[config.mk]
export PLATFORM = sky130hd
export DESIGN_NAME = controle_somador_4bits
export DESIGN_NICKNAME = d
export VERILOG_FILES = /design/src/rtl/controle_somador_4bits.sv
export SDC_FILE = /design/constraint.sdc
export NUM_CORES = 1
export LEC_CHECK = 0
export CAP_MARGIN = 0
export CELL_PAD_IN_SITES_DETAIL_PLACEMENT = 0
export CELL_PAD_IN_SITES_GLOBAL_PLACEMENT = 1
export CORE_AREA = 10 10 52 54
export CTS_CLUSTER_SIZE = 40
export DETAILED_ROUTE_END_ITERATION = 8
export DIE_AREA = 0 0 62 64
export DONT_BUFFER_PORTS = 1
export PLACE_DENSITY_LB_ADDON = 0.08
export SLEW_MARGIN = 30
export SYNTH_ARGS = -nofsm -noshare
export SYNTH_HDL_FRONTEND = slang
export SYNTH_SLANG_ARGS = --single-unit
[constraint.sdc]
create_clock -name i_clock_50 -period 1.4 [get_ports i_clock_50]
set_clock_uncertainty 0.1 [all_clocks]
set_input_delay 0.07 -clock i_clock_50 [delete_from_list [all_inputs] [get_ports i_clock_50]]
set_output_delay 0.07 -clock i_clock_50 [all_outputs]
set_load 0.05 [all_outputs]
[src/rtl/controle_somador_4bits.sv]
// Accumulator calculator controller: sequences an external 4-bit adder/subtractor and shows ACC as BCD digits.
// Optional build macro CTRL_SATURATE_EN clamps ACC to 15 (add) or 0 (sub) on carry/borrow instead of wrapping.
//
// state  | meaning
// S_IDLE | waiting for an ENTER rising edge
// S_EXEC | adder operands held stable for SETTLE_CYCLES cycles
// S_CAPT | adder result captured into ACC/OVF, DONE raised
module controle_somador_4bits #(
    parameter int SETTLE_CYCLES = 1
) (
    input  logic       i_clock_50,
    input  logic       i_rst,
    input  logic [3:0] i_sw,
    input  logic       i_op,
    input  logic       i_enter,
    input  logic       i_clear,
    output logic [3:0] o_add_a,
    output logic [3:0] o_add_b,
    output logic       o_add_te,
    input  logic [4:0] i_add_res,
    output logic       o_busy,
    output logic       o_done,
    output logic       o_ovf,
    output logic [3:0] o_dez,
    output logic [3:0] o_uni
);

    localparam int CW = (SETTLE_CYCLES > 1) ? $clog2(SETTLE_CYCLES) : 1;
    localparam logic [CW-1:0] CNT_LOAD = CW'(SETTLE_CYCLES - 1);

    typedef enum logic [1:0] {
        S_IDLE = 2'd0,
        S_EXEC = 2'd1,
        S_CAPT = 2'd2
    } state_t;

    state_t        r_state;
    state_t        w_next;
    logic          r_enter_q;
    logic [CW-1:0] r_cnt;
    logic [3:0]    r_acc;
    logic [3:0]    r_b;
    logic          r_op;
    logic          r_ovf;
    logic          r_done;

    logic          w_start;
    logic          w_load;
    logic          w_capt;
    logic [3:0]    w_result;

    assign w_start = i_enter & ~r_enter_q;

    always_ff @(posedge i_clock_50) begin
        if (i_rst) begin
            r_state <= S_IDLE;
        end else begin
            r_state <= w_next;
        end
    end

    always_comb begin
        w_next = r_state;
        if (i_clear) begin
            w_next = S_IDLE;
        end else begin
            case (r_state)
                S_IDLE:  if (w_start) w_next = S_EXEC;
                S_EXEC:  if (r_cnt == '0) w_next = S_CAPT;
                S_CAPT:  w_next = S_IDLE;
                default: w_next = S_IDLE;
            endcase
        end
    end

    always_comb begin
        o_busy = (r_state != S_IDLE);
        w_load = (r_state == S_IDLE) & w_start & ~i_clear;
        w_capt = (r_state == S_CAPT) & ~i_clear;
    end

`ifdef CTRL_SATURATE_EN
    // Borrow on subtract clamps to 0, carry on add clamps to 15.
    assign w_result = i_add_res[4] ? (r_op ? 4'd0 : 4'd15) : i_add_res[3:0];
`else
    assign w_result = i_add_res[3:0];
`endif

    always_ff @(posedge i_clock_50) begin
        if (i_rst) begin
            r_enter_q <= 1'b0;
            r_cnt     <= '0;
            r_acc     <= 4'd0;
            r_b       <= 4'd0;
            r_op      <= 1'b0;
            r_ovf     <= 1'b0;
            r_done    <= 1'b0;
        end else begin
            r_enter_q <= i_enter;
            r_done    <= w_capt;
            if (w_load) begin
                r_b   <= i_sw;
                r_op  <= i_op;
                r_cnt <= CNT_LOAD;
            end else if (r_state == S_EXEC && r_cnt != '0) begin
                r_cnt <= r_cnt - 1'b1;
            end
            if (i_clear) begin
                r_acc <= 4'd0;
                r_ovf <= 1'b0;
            end else if (w_capt) begin
                r_acc <= w_result;
                r_ovf <= i_add_res[4];
            end
        end
    end

    assign o_add_a  = r_acc;
    assign o_add_b  = r_b;
    assign o_add_te = r_op;
    assign o_done   = r_done;
    assign o_ovf    = r_ovf;

    // ACC never exceeds 15, so the tens digit is 0 or 1.
    always_comb begin
        if (r_acc >= 4'd10) begin
            o_dez = 4'd1;
            o_uni = r_acc - 4'd10;
        end else begin
            o_dez = 4'd0;
            o_uni = r_acc;
        end
    end

endmodule

Yosys cells after proc, flatten, opt, wreduce, memory -nomap -nowiden
Index checks and enable logic that the tools add are counted.
Widths: inputs -> output; s select.
{ "op_classes": {"shift": 0, "n_reduce_logical": 6, "n_eq_ne": 4, "n_mul": 0, "div_mod_pow": 0, "bitwise": 6, "n_addsub": 2, "n_lt_le_gt_ge": 1, "muxes": 5} }
{ "ops": {"columns": ["op", "count"], "rows": [
  ["$and 1x1->1", 4],
  ["$ge 4x4->1 const B", 1],
  ["$mux 2", 2],
  ["$mux 4", 1],
  ["$ne 2x2->1 const B", 2],
  ["$pmux 2 s2", 1],
  ["$reduce_or 2->1", 2],
  ["$sub 4x4->4 const B", 1],
  ["$eq 2x1->1 const B", 1],
  ["$eq 2x2->1 const B", 1],
  ["$logic_not 2->1", 1],
  ["$not 1->1", 2],
  ["$reduce_and 2->1", 1],
  ["$reduce_bool 2->1", 1],
  ["$logic_and 1x1->1", 1],
  ["$mux 1", 1],
  ["$sub 1x1->1 const B", 1]
]} }
{ "word_totals": {"latch_bits": 0, "ram_bits": 0, "reg_bits": 15, "output_inout_bits": 20, "in_bits": 14, "word_cells": 32, "mem_count": 0, "romBits": 0} }

Logic depth before layout (Yosys ltp)
Gate-level depths: netlist of run 1.
{ "depth": {"depth_word": 5, "depth_mapped": 4} }

Least setup slack after synthesis of run 1
OpenSTA, ideal clock, no wires.
{ "synth_path": {"path_type": "register -> output", "startpoint": "register r_acc[1] (netlist: o_add_a[1])", "endpoint": "output port o_uni[1]", "required_time_ps": 1230, "arrival_ps": 1917, "setup_slack_ps": -687, "path_stages_with_launch": 3, "path_buffers": 0, "path_cell_list": "dfxtp_1 > inv_1 > o21ai_0"} }
{ "synth_via": {"elab_chain_cells": 2} }
{ "synth_lines": {"columns": ["element", "line", "rtl"], "rows": [
  ["from (decl)", "41", "logic [3:0] r_acc;"],
  ["from (signal assigned)", "112", "r_acc <= w_result;"],
  ["$sub 4x4->4 / $ge 4x4->1 (equally long branches)", "128, 126", null],
  ["$mux 4 (*)", "126", "if (r_acc >= 4'd10) begin"],
  ["to (decl)", "25", "output logic [3:0] o_uni"]
]} }
Mark *: on every way between the ends. The rest lies on a longest branch, timed or not.

Final worst setup path of run 1
{ "layout_path": {"startpoint": "register r_acc[1] (netlist: o_add_a[1])", "endpoint": "output port o_uni[2]"} }
Same word-level chain as after synthesis.

==> results of run 1 <==
[power by group]
group	total [uW]	switching, uW	leakage, uW	internal [uW]
Combinational	151	84.5	0.000282	66.4
Sequential	440	6.71	0.000124	433
Clock	246	135	0.0000150	111
Total	837	227	0.000420	610
[layout by cell type, fill, tap and decap left out, types with 3 or more instances in the layout]
cell            n
buf_4          13
nor2b_1         3
dlygate4sd3_1  12
nand2b_1       11
nor2_1          5
mux2i_1        10
clkbuf_4        3
conb_1          3
dfxtp_1        12
[stage by stage]
| step | power, uW | area, um2 | hold slack (ns) | std cells |
|---|---|---|---|---|
| floorplan | 547 | 721 | 0.0982 | 73 |
| global placement | 558 | 833 | 0.0446 | 106 |
| detailed placement | 558 | 833 | 0.0457 | 106 |
| CTS | 842 | 1020 | 0.00644 | 124 |
| global route | 874 | 1070 | 0.0211 | 126 |
| finish | 837 | 1070 | 0.0168 | 126 |
[critical path, delay by kind of cell, from the launching register on]
| family | cells | cell delay (ns) |
|---|---|---|
| flops | 1 | 0.38 |
| fa+ha+maj | 1 | 0.23 |
| buf+inv | 2 | 0.19 |
| compound gates | 1 | 0.14 |
[cell type report]
cell class,count,area [um2],area share
clock buffer,4,26.3,0.0246
sequential,15,309,0.289
inverter,2,10.0,0.00937
timing repair buffer,31,308,0.288
tap,25,31.3,0.0293
multi-input combinational,49,384,0.359
[cell families (layout without fill, tap and decap cells)]
kind of cell | Yosys count | after routing
AO/OA/AOI/OAI | 5 | 5
adder cells (fa/ha/maj) | 1 | 1
buffers and inverters | 9 | 37
flip-flops | 15 | 15
multiplexers | 10 | 10
other | 1 | 3
AND/OR/NAND/NOR | 30 | 30
[registers in the layout, indices dropped and copies added (netlist names)]
register / flops
o_add_a: 4
o_add_b: 4
r_state: 2
o_add_te: 1
o_done: 1
o_ovf: 1
r_cnt: 1
r_enter_q: 1
[final timing paths]
kind	from	end	depth (start not counted)
worst max-delay path	o_add_a[1]	o_uni[2]	4
worst min-delay path	i_enter	r_state[0]	3
worst max register to register	r_state[1]	o_add_b[0]	4
worst min register to register	r_cnt	r_state[1]	1
[layer usage]
metal,routed length (um),up-vias,GRT usage
met4,5,0,0.0251
met5,0,-,0
met3,216,2,0.0593
met2,801,26,0.133
met1,683,227,0.0924
li1,-,282,-
[timing repair]
item | CTS | global route
hold endpoints to repair | 15 | 0
endpoints found under the setup margin | 3 | 10
hold buffers | 13 | 0
gates resized for setup | 5 | 8
cloned | 0 | 0
setup buffers | 1 | 2
pin swaps | 0 | 1
==> flow_metrics.env, run 1 <==
export IMPL_status="finished, final reports clean"
export IMPL_grt_antenna_before_repair=0
export IMPL_async_reset_ff_frac=0
export IMPL_synth_warnings=0
export IMPL_synth_top_area_frac=0.439
export IMPL_path_class="register to primary output"
export IMPL_post_place_ws_ns=0.0418
export IMPL_n_antenna_cell=0
export IMPL_boundaryPins=34
export IMPL_synth_seq_cells=15
export IMPL_peakVddDrop_uv=652
export IMPL_synth_most_common_cell="dfxtp_1"
export IMPL_vias_per_cell=4.26
export IMPL_synth_xor_area_frac=0
export IMPL_p_leak_uw=0.000420
export IMPL_dp_hpwl_um=1200
export IMPL_dieArea_um2=3970
export IMPL_synthTopCellsByCount="15 x dfxtp_1, 11 x nand2b_1, 10 x mux2i_1"
export IMPL_cts_root_buf="clkbuf_4"
export IMPL_arrival_ns=1.22
export IMPL_finalSetupViolCount=0
export IMPL_critPathMaxStageDelay_ns=0.38
export IMPL_synth_compound_area_frac=0.0439
export IMPL_clk_pin_slew_ns=0.09
export IMPL_synth_top_family_by_area="simple AND/OR/NAND/NOR gates"
export IMPL_drive_gt1_frac=0.347
export IMPL_syn_cell_area_um2=684
export IMPL_syn_inst=71
export IMPL_synthSimpleGateAreaFrac=0.272
export IMPL_antenna_left=0
export IMPL_clockBufferDepth=2
export IMPL_critPathLaunchType="register"
export IMPL_start_util=0.401
export IMPL_fillerInstances=145
export IMPL_area_growth_pct=56.1
export IMPL_grt_max_degree=14
export IMPL_yosys_cell_types_count=23
export IMPL_worstPathRequired_ns=1.23
export IMPL_critPathSlowestCell="dfxtp_4"
export IMPL_route_detailed_drc=0
export IMPL_dieWidth_um=62
export IMPL_hold_viol_final=0
export IMPL_rsz0062_at_grt="yes"
export IMPL_crit_fanout=3
export IMPL_hold_path_class="input pin to register"
export IMPL_post_route_min_period_ns=1.39
export IMPL_io_buffers=0
export IMPL_powerDensity_nw_per_um2=783
export IMPL_drtPass1Iterations=2
export IMPL_die_height_um=64
export IMPL_finalNetCount=117
export IMPL_synthMuxAreaShare=0.146
export IMPL_clock_fmax_mhz=717
export IMPL_place_gp_congestion=0.686
export IMPL_grt_pass1_wl_um=2570
export IMPL_grt_overflow=0
export IMPL_cts_sinks=15
export IMPL_synth_edff_count=0
export IMPL_row_count=15
export IMPL_avgSynthCellArea_um2=9.64
export IMPL_synth_top_cell_by_area="dfxtp_1"
export IMPL_setup_slack_ns=0.00581
export IMPL_dr_first_iter_drc_count=2
export IMPL_synthTopCellsByArea="dfxtp_1 44%, mux2i_1 15%, nand2b_1 10%"
export IMPL_reg2reg_slack_ns=0.15
export IMPL_yosys_area_share_adder=0.0183
export IMPL_yosysSeqAreaShare=0.439
export IMPL_grt_pass1_vias=530
export IMPL_finalWirelength_um=1710
export IMPL_cp_cell_sequence="inv_4 -> ha_4 -> a21oi_4 -> buf_12"
export IMPL_post_route_period_util=0.996
export IMPL_via_count=537
export IMPL_core_area_um2=1710
export IMPL_cts_max_level=1
export IMPL_post_route_util=0.626
export IMPL_track_usage=0.0865
export IMPL_slew_viol_final=0
export IMPL_critPathCaptureType="primary output"
export IMPL_max_cap_violations=0
export IMPL_wl_per_cell_um=13.5
export IMPL_fin_setup_tns_ns=0
export IMPL_numCtsBuffers=3
export IMPL_clock_latency_ns=0.28
export IMPL_cts_tree="done"
export IMPL_ys_flop_type="dfxtp_1"
Note: power is estimated with default switching activity, not from simulation.
==> run 2, diff against run 1 <==
--- a/config.mk
+++ b/config.mk
@@ -6,14 +6,14 @@
 export NUM_CORES = 1
 export LEC_CHECK = 0
 export CAP_MARGIN = 0
-export CELL_PAD_IN_SITES_DETAIL_PLACEMENT = 0
+export CELL_PAD_IN_SITES_DETAIL_PLACEMENT = 1
 export CELL_PAD_IN_SITES_GLOBAL_PLACEMENT = 1
 export CORE_AREA = 10 10 52 54
 export CTS_CLUSTER_SIZE = 40
 export DETAILED_ROUTE_END_ITERATION = 8
 export DIE_AREA = 0 0 62 64
 export DONT_BUFFER_PORTS = 1
-export PLACE_DENSITY_LB_ADDON = 0.08
+export PLACE_DENSITY_LB_ADDON = 0.1
 export SLEW_MARGIN = 30
 export SYNTH_ARGS = -nofsm -noshare
 export SYNTH_HDL_FRONTEND = slang
==> run 2 against run 1 <==
- the run now ends with negative setup slack left
- worst hold slack gained 0.022 ns
- die area is the same
- largest cell class unchanged
- flip-flop and latch count is the same
- setup slack lost 0.013 ns
- count of clock-buffer cells in the layout is the same
- routed wire length grew 11%
==> flow_metrics.env, run 2 (synthesis gave the netlist of run 1 again) <==
export IMPL_die_height_um=64
export IMPL_post_place_ws_ns=0.00710
export IMPL_seq_power_share=0.528
export IMPL_critPathMaxStageDelay_ns=0.38
export IMPL_dieArea_um2=3970
export IMPL_fillerInstances=178
export IMPL_worstPathRequired_ns=1.23
export IMPL_rsz0062_at_grt="yes"
export IMPL_cpLargestDelayFamily="flip-flops"
export IMPL_path_buf_inv=2
export IMPL_combinationalPowerShare=0.180
export IMPL_finalSetupViolCount=1
export IMPL_grt_overflow=0
export IMPL_post_route_period_util=1.01
export IMPL_final_cell_mix="15 x buf_4, 13 x dlygate4sd3_1, 11 x nand2b_1, 11 x dfxtp_1, 10 x mux2i_1"
export IMPL_swShare=0.270
export IMPL_crit_fanout=4
export IMPL_grt_pass1_wl_um=2750
export IMPL_dieWidth_um=62
export IMPL_setup_slack_ns=-0.00757
export IMPL_p_int_uw=608
export IMPL_reg2reg_from="r_state[0]"
export IMPL_clock_fmax_mhz=710
export IMPL_grt_pass1_vias=592
export IMPL_start_util=0.401
export IMPL_row_count=15
export IMPL_slew_viol_final=0
export IMPL_core_area_um2=1710
export IMPL_r2r_end="o_add_b[1]"
export IMPL_hold_viol_final=0
export IMPL_dp_cells=106
export IMPL_peakVddDrop_uv=581
export IMPL_critPathLaunchType="register"
export IMPL_clk_pin_slew_ns=0.08
export IMPL_cts_tree="done"
export IMPL_via_count=561
export IMPL_reg2reg_slack_ns=0.08
export IMPL_violations="negative setup slack"
export IMPL_antenna_left=0
export IMPL_p_switching_uw=224
export IMPL_status="complete, but fails checks"
export IMPL_p_leak_uw=0.000405
export IMPL_track_usage=0.0908
export IMPL_post_route_util=0.612
export IMPL_timing_hold_ws_ns=0.0389
export IMPL_fin_setup_tns_ns=-0.00757
export IMPL_cts_sinks=15
export IMPL_clkPwrFrac=0.292
export IMPL_critPathSlowestCell="dfxtp_4"
export IMPL_path_class="register to primary output"
export IMPL_vias_per_cell=4.45
export IMPL_dp_hpwl_um=1240
export IMPL_boundaryPins=34
export IMPL_post_route_min_period_ns=1.41
export IMPL_hold_path_class="input pin to register"
export IMPL_drive_gt1_frac=0.347
export IMPL_final_common_cell="buf_4"
export IMPL_critPathCaptureType="primary output"
export IMPL_clockBufferDepth=2
export IMPL_powerDensity_nw_per_um2=797
export IMPL_hold_start="i_enter"
export IMPL_worstRegToRegCells=4
export IMPL_io_buffers=0
export IMPL_finalNetCount=117
export IMPL_clock_latency_ns=0.28
export IMPL_cts_max_level=1
export IMPL_numCtsBuffers=3
export IMPL_arrival_ns=1.24
export IMPL_area_growth_pct=52.7
export IMPL_finalWirelength_um=1890
export IMPL_grt_max_degree=14
export IMPL_max_cap_violations=0
export IMPL_cp_cell_sequence="inv_4 -> ha_4 -> a21oi_4 -> buf_12"
export IMPL_grt_antenna_before_repair=0
export IMPL_route_detailed_drc=0
export IMPL_holdPathStages=3
export IMPL_wl_per_cell_um=15.0
export IMPL_cts_root_buf="clkbuf_4"
export IMPL_dr_first_iter_drc_count=3
export IMPL_place_gp_congestion=0.660
export IMPL_fin_cells=126
export IMPL_n_antenna_cell=0
export IMPL_drtPass1Iterations=2
export IMPL_hold_end="r_state[0]"
run 2: changes by cell type in the layout (fill, tap and decap cells not counted):
| cell | before | now |
|---|---|---|
| buf_8 | 1 | 0 |
| dfxtp_2 | 1 | 2 |
| nor2_2 | 1 | 0 |
| dlymetal6s4s_1 | 1 | 0 |
| buf_12 | 2 | 1 |
| buf_4 | 13 | 15 |
| dlygate4sd3_1 | 12 | 13 |
| dfxtp_1 | 12 | 11 |
| nor2_1 | 5 | 6 |
run 2: layer usage:
layer	track usage	wire length (um)	vias up
li1	-	-	284
met4	0.0391	19	0
met3	0.0455	194	3
met2	0.153	914	20
met1	0.0904	762	254
met5	0	0	-
run 2: cell type report:
type | count | area, um2 | area share
multi-input combinational | 49 | 382 | 0.365
inverter | 2 | 10.0 | 0.00958
sequential | 15 | 310 | 0.297
timing repair buffer | 31 | 285 | 0.273
tap | 25 | 31.3 | 0.0299
clock buffer | 4 | 26.3 | 0.0251
run 2: worst reg2reg max path: cells and delay by family (launching register included):
kind / cells / cell delay (ns)
flops: 1 / 0.35
mux: 1 / 0.18
buf+inv: 1 / 0.15
simple gates: 2 / 0.47
run 2: power by group through the flow:
| stage | Clock (uW) | Sequential (uW) | Combinational (uW) |
|---|---|---|---|
| after global placement | 0 | 451 | 106 |
| final | 243 | 440 | 150 |
| after detailed placement | 0 | 451 | 108 |
| after CTS | 243 | 440 | 147 |
| after global routing | 281 | 441 | 159 |
| after floorplan | 0 | 476 | 71.6 |
run 2: through the flow:
step	area, um2	total power, uW
after global placement	833	557
after detailed placement	833	559
after global routing	1040	881
after CTS	1030	829
final	1040	832
after floorplan	721	547
run 2: how the worst max path moves through the flow:
stage / endpoint / start / slack [ns] / cells past startpoint
final: o_uni[2] / o_add_a[1] / -0.008 / 4
after global routing: o_uni[2] / o_add_a[1] / -0.05 / 4
after CTS: o_uni[2] / o_add_a[1] / -0.009 / 4
after detailed placement: o_add_b[3] / r_state[1] / 0.007 / 3
after global placement: o_add_b[2] / r_state[1] / 0.08 / 3
after floorplan: o_uni[2] / o_add_a[2] / 0.01 / 3
run 2: repair_timing:
action                                  CTS  global route
hold buffers                             13             0
buffers inserted                          3             0
pin swaps                                 1             0
endpoints found under the setup margin    4             7
hold endpoints to repair                 15             0
gates resized for setup                   6             4
==> run 3, diff against run 2 <==
--- a/config.mk
+++ b/config.mk
@@ -8,10 +8,11 @@
 export CAP_MARGIN = 0
 export CELL_PAD_IN_SITES_DETAIL_PLACEMENT = 1
 export CELL_PAD_IN_SITES_GLOBAL_PLACEMENT = 1
-export CORE_AREA = 10 10 52 54
+export CORE_AREA = 10 10 50 52
+export CTS_BUF_LIST = sky130_fd_sc_hd__clkbuf_2 sky130_fd_sc_hd__clkbuf_4 sky130_fd_sc_hd__clkbuf_8
 export CTS_CLUSTER_SIZE = 40
 export DETAILED_ROUTE_END_ITERATION = 8
-export DIE_AREA = 0 0 62 64
+export DIE_AREA = 0 0 60 62
 export DONT_BUFFER_PORTS = 1
 export PLACE_DENSITY_LB_ADDON = 0.1
 export SLEW_MARGIN = 30
==> run 3 against run 2 <==
- the flow still finishes with violations (negative setup slack)
- critical endpoint unchanged
- cell count unchanged
- via count grew 13%
- register-to-register slack improved by 0.03 ns
- design area up 8.9%
- count of clock-buffer cells in the layout is 1 lower
- setup slack worse by 0.013 ns
- combinational power up 14%
- critical path depth is the same
- global-route usage is 5.3 points higher
- first-iteration DRC count did not move
- non-clock buffer count up 8
==> flow_metrics.env, run 3 (synthesis gave the netlist of run 1 again) <==
export IMPL_n_antenna_cell=0
export IMPL_fin_cells=126
export IMPL_p_leak_uw=0.000442
export IMPL_hold_viol_final=0
export IMPL_grt_pass1_vias=713
export IMPL_path_class="register to primary output"
export IMPL_post_route_min_period_ns=1.42
export IMPL_combinationalPowerShare=0.195
export IMPL_hold_end="r_enter_q"
export IMPL_place_area_um2=831
export IMPL_status="complete, but fails checks"
export IMPL_design_area_um2=1140
export IMPL_finalNetCount=125
export IMPL_grt_max_degree=10
export IMPL_finalSetupViolCount=1
export IMPL_drive_gt1_frac=0.385
export IMPL_dp_cells=99
export IMPL_violations="negative setup slack"
export IMPL_max_cap_violations=0
export IMPL_clock_latency_ns=0.30
export IMPL_p_int_uw=618
export IMPL_worstPathRequired_ns=1.23
export IMPL_dieArea_um2=3720
export IMPL_finalWirelength_um=2400
export IMPL_grt_overflow=0
export IMPL_critPathLaunchType="register"
export IMPL_start_util=0.424
export IMPL_clk_pin_slew_ns=0.10
export IMPL_cts_sinks=15
export IMPL_critPathCaptureType="primary output"
export IMPL_row_count=15
export IMPL_peakVddDrop_uv=713
export IMPL_grt_antenna_before_repair=0
export IMPL_seq_power_share=0.501
export IMPL_cts_tree="done"
export IMPL_core_area_um2=1610
export IMPL_antenna_left=0
export IMPL_p_switching_uw=262
export IMPL_reg2reg_slack_ns=0.11
export IMPL_grt_pass1_wl_um=3880
export IMPL_cts_max_level=1
export IMPL_powerDensity_nw_per_um2=773
export IMPL_vias_per_cell=5.02
export IMPL_r2r_end="o_add_b[2]"
export IMPL_wl_per_cell_um=19.1
export IMPL_dp_hpwl_um=1360
export IMPL_hold_path_class="input pin to register"
export IMPL_track_usage=0.144
export IMPL_clkPwrFrac=0.304
export IMPL_place_gp_congestion=0.661
export IMPL_post_route_period_util=1.01
export IMPL_finalPower_uw=879
export IMPL_drtPass1Iterations=3
export IMPL_route_detailed_drc=0
export IMPL_numCtsBuffers=3
export IMPL_boundaryPins=34
export IMPL_worstRegToRegCells=4
export IMPL_dr_first_iter_drc_count=3
export IMPL_final_cell_mix="19 x dlygate4sd3_1, 15 x buf_4, 11 x nand2b_1, 11 x dfxtp_1, 9 x mux2i_1"
export IMPL_io_buffers=0
export IMPL_hold_start="i_rst"
export IMPL_swShare=0.298
export IMPL_die_height_um=62
export IMPL_via_count=633
export IMPL_rsz0062_at_grt="yes"
export IMPL_crit_fanout=4
export IMPL_dieWidth_um=60
export IMPL_clock_fmax_mhz=704
export IMPL_holdPathStages=2
export IMPL_reg2reg_from="r_state[1]"
export IMPL_cts_root_buf="clkbuf_4"
export IMPL_clockBufferDepth=2
export IMPL_slew_viol_final=0
export IMPL_final_common_cell="dlygate4sd3_1"
export IMPL_arrival_ns=1.25
export IMPL_setup_slack_ns=-0.0205
export IMPL_area_growth_pct=66.2
==> run 3: power groups by stage <==
stage | combinational, uW | sequential (uW) | clock, uW
floorplan | 71.6 | 476 | 0
global placement | 108 | 451 | 0
detailed placement | 111 | 451 | 0
CTS | 161 | 439 | 266
global route | 181 | 442 | 298
finish | 171 | 441 | 267
==> run 3: metrics by stage <==
| step | setup TNS, ns | setup slack (ns) | hold slack [ns] | util |
|---|---|---|---|---|
| 2_1_floorplan | 0 | 0.00975 | 0.0982 | - |
| 3_3_place_gp | 0 | 0.0844 | 0.0448 | 0.515 |
| 3_5_place_dp | -0.0138 | -0.00702 | 0.0449 | 0.515 |
| 4_1_cts | -0.0515 | -0.0328 | 0.275 | 0.684 |
| 5_1_grt | -0.116 | -0.0669 | 0.288 | 0.705 |
| 6_report | -0.0205 | -0.0205 | 0.291 | 0.705 |
==> run 3: final cells by class <==
type,instances,area (um2)
Timing Repair Buffer,39,372
Fill cell,173,477
Inverter,2,10.0
Clock inverter,1,5.00
Multi-Input combinational cell,49,397
Tap cell,17,21.3
Sequential cell,15,310
Clock buffer,3,22.5
==> run 3: worst max-delay path by stage <==
stage          cells past startpoint  startpoint         end  slack, ns
2_1_floorplan                      3  o_add_a[2]    o_uni[2]       0.01
3_3_place_gp                       3  r_state[1]  o_add_b[2]       0.08
3_5_place_dp                       3  r_state[1]  o_add_b[2]     -0.007
4_1_cts                            4  o_add_a[2]    o_uni[2]      -0.03
5_1_grt                            4  o_add_a[1]    o_uni[2]      -0.07
6_report                           4  o_add_a[1]    o_uni[2]      -0.02
==> run 3: critical path, cell delays in order, from the launching register on <==
cell,delay [ns]
dfxtp_4,0.40
inv_4,0.04
ha_4,0.21
a21oi_4,0.14
buf_12,0.15
==> run 3: per-layer routing <==
| layer | GRT usage | part of all wire |
|---|---|---|
| met4 | 0.0577 | 0.017 |
| met5 | 0 | 0 |
| met2 | 0.249 | 0.52 |
| met1 | 0.153 | 0.37 |
| met3 | 0.0569 | 0.090 |
==> run 3: timing repair <==
action	CTS	global route
buffers inserted	4	0
endpoints found under the hold margin	15	0
pin swaps	3	3
setup endpoints to repair	4	8
gates resized for setup	7	9
hold buffers	19	0
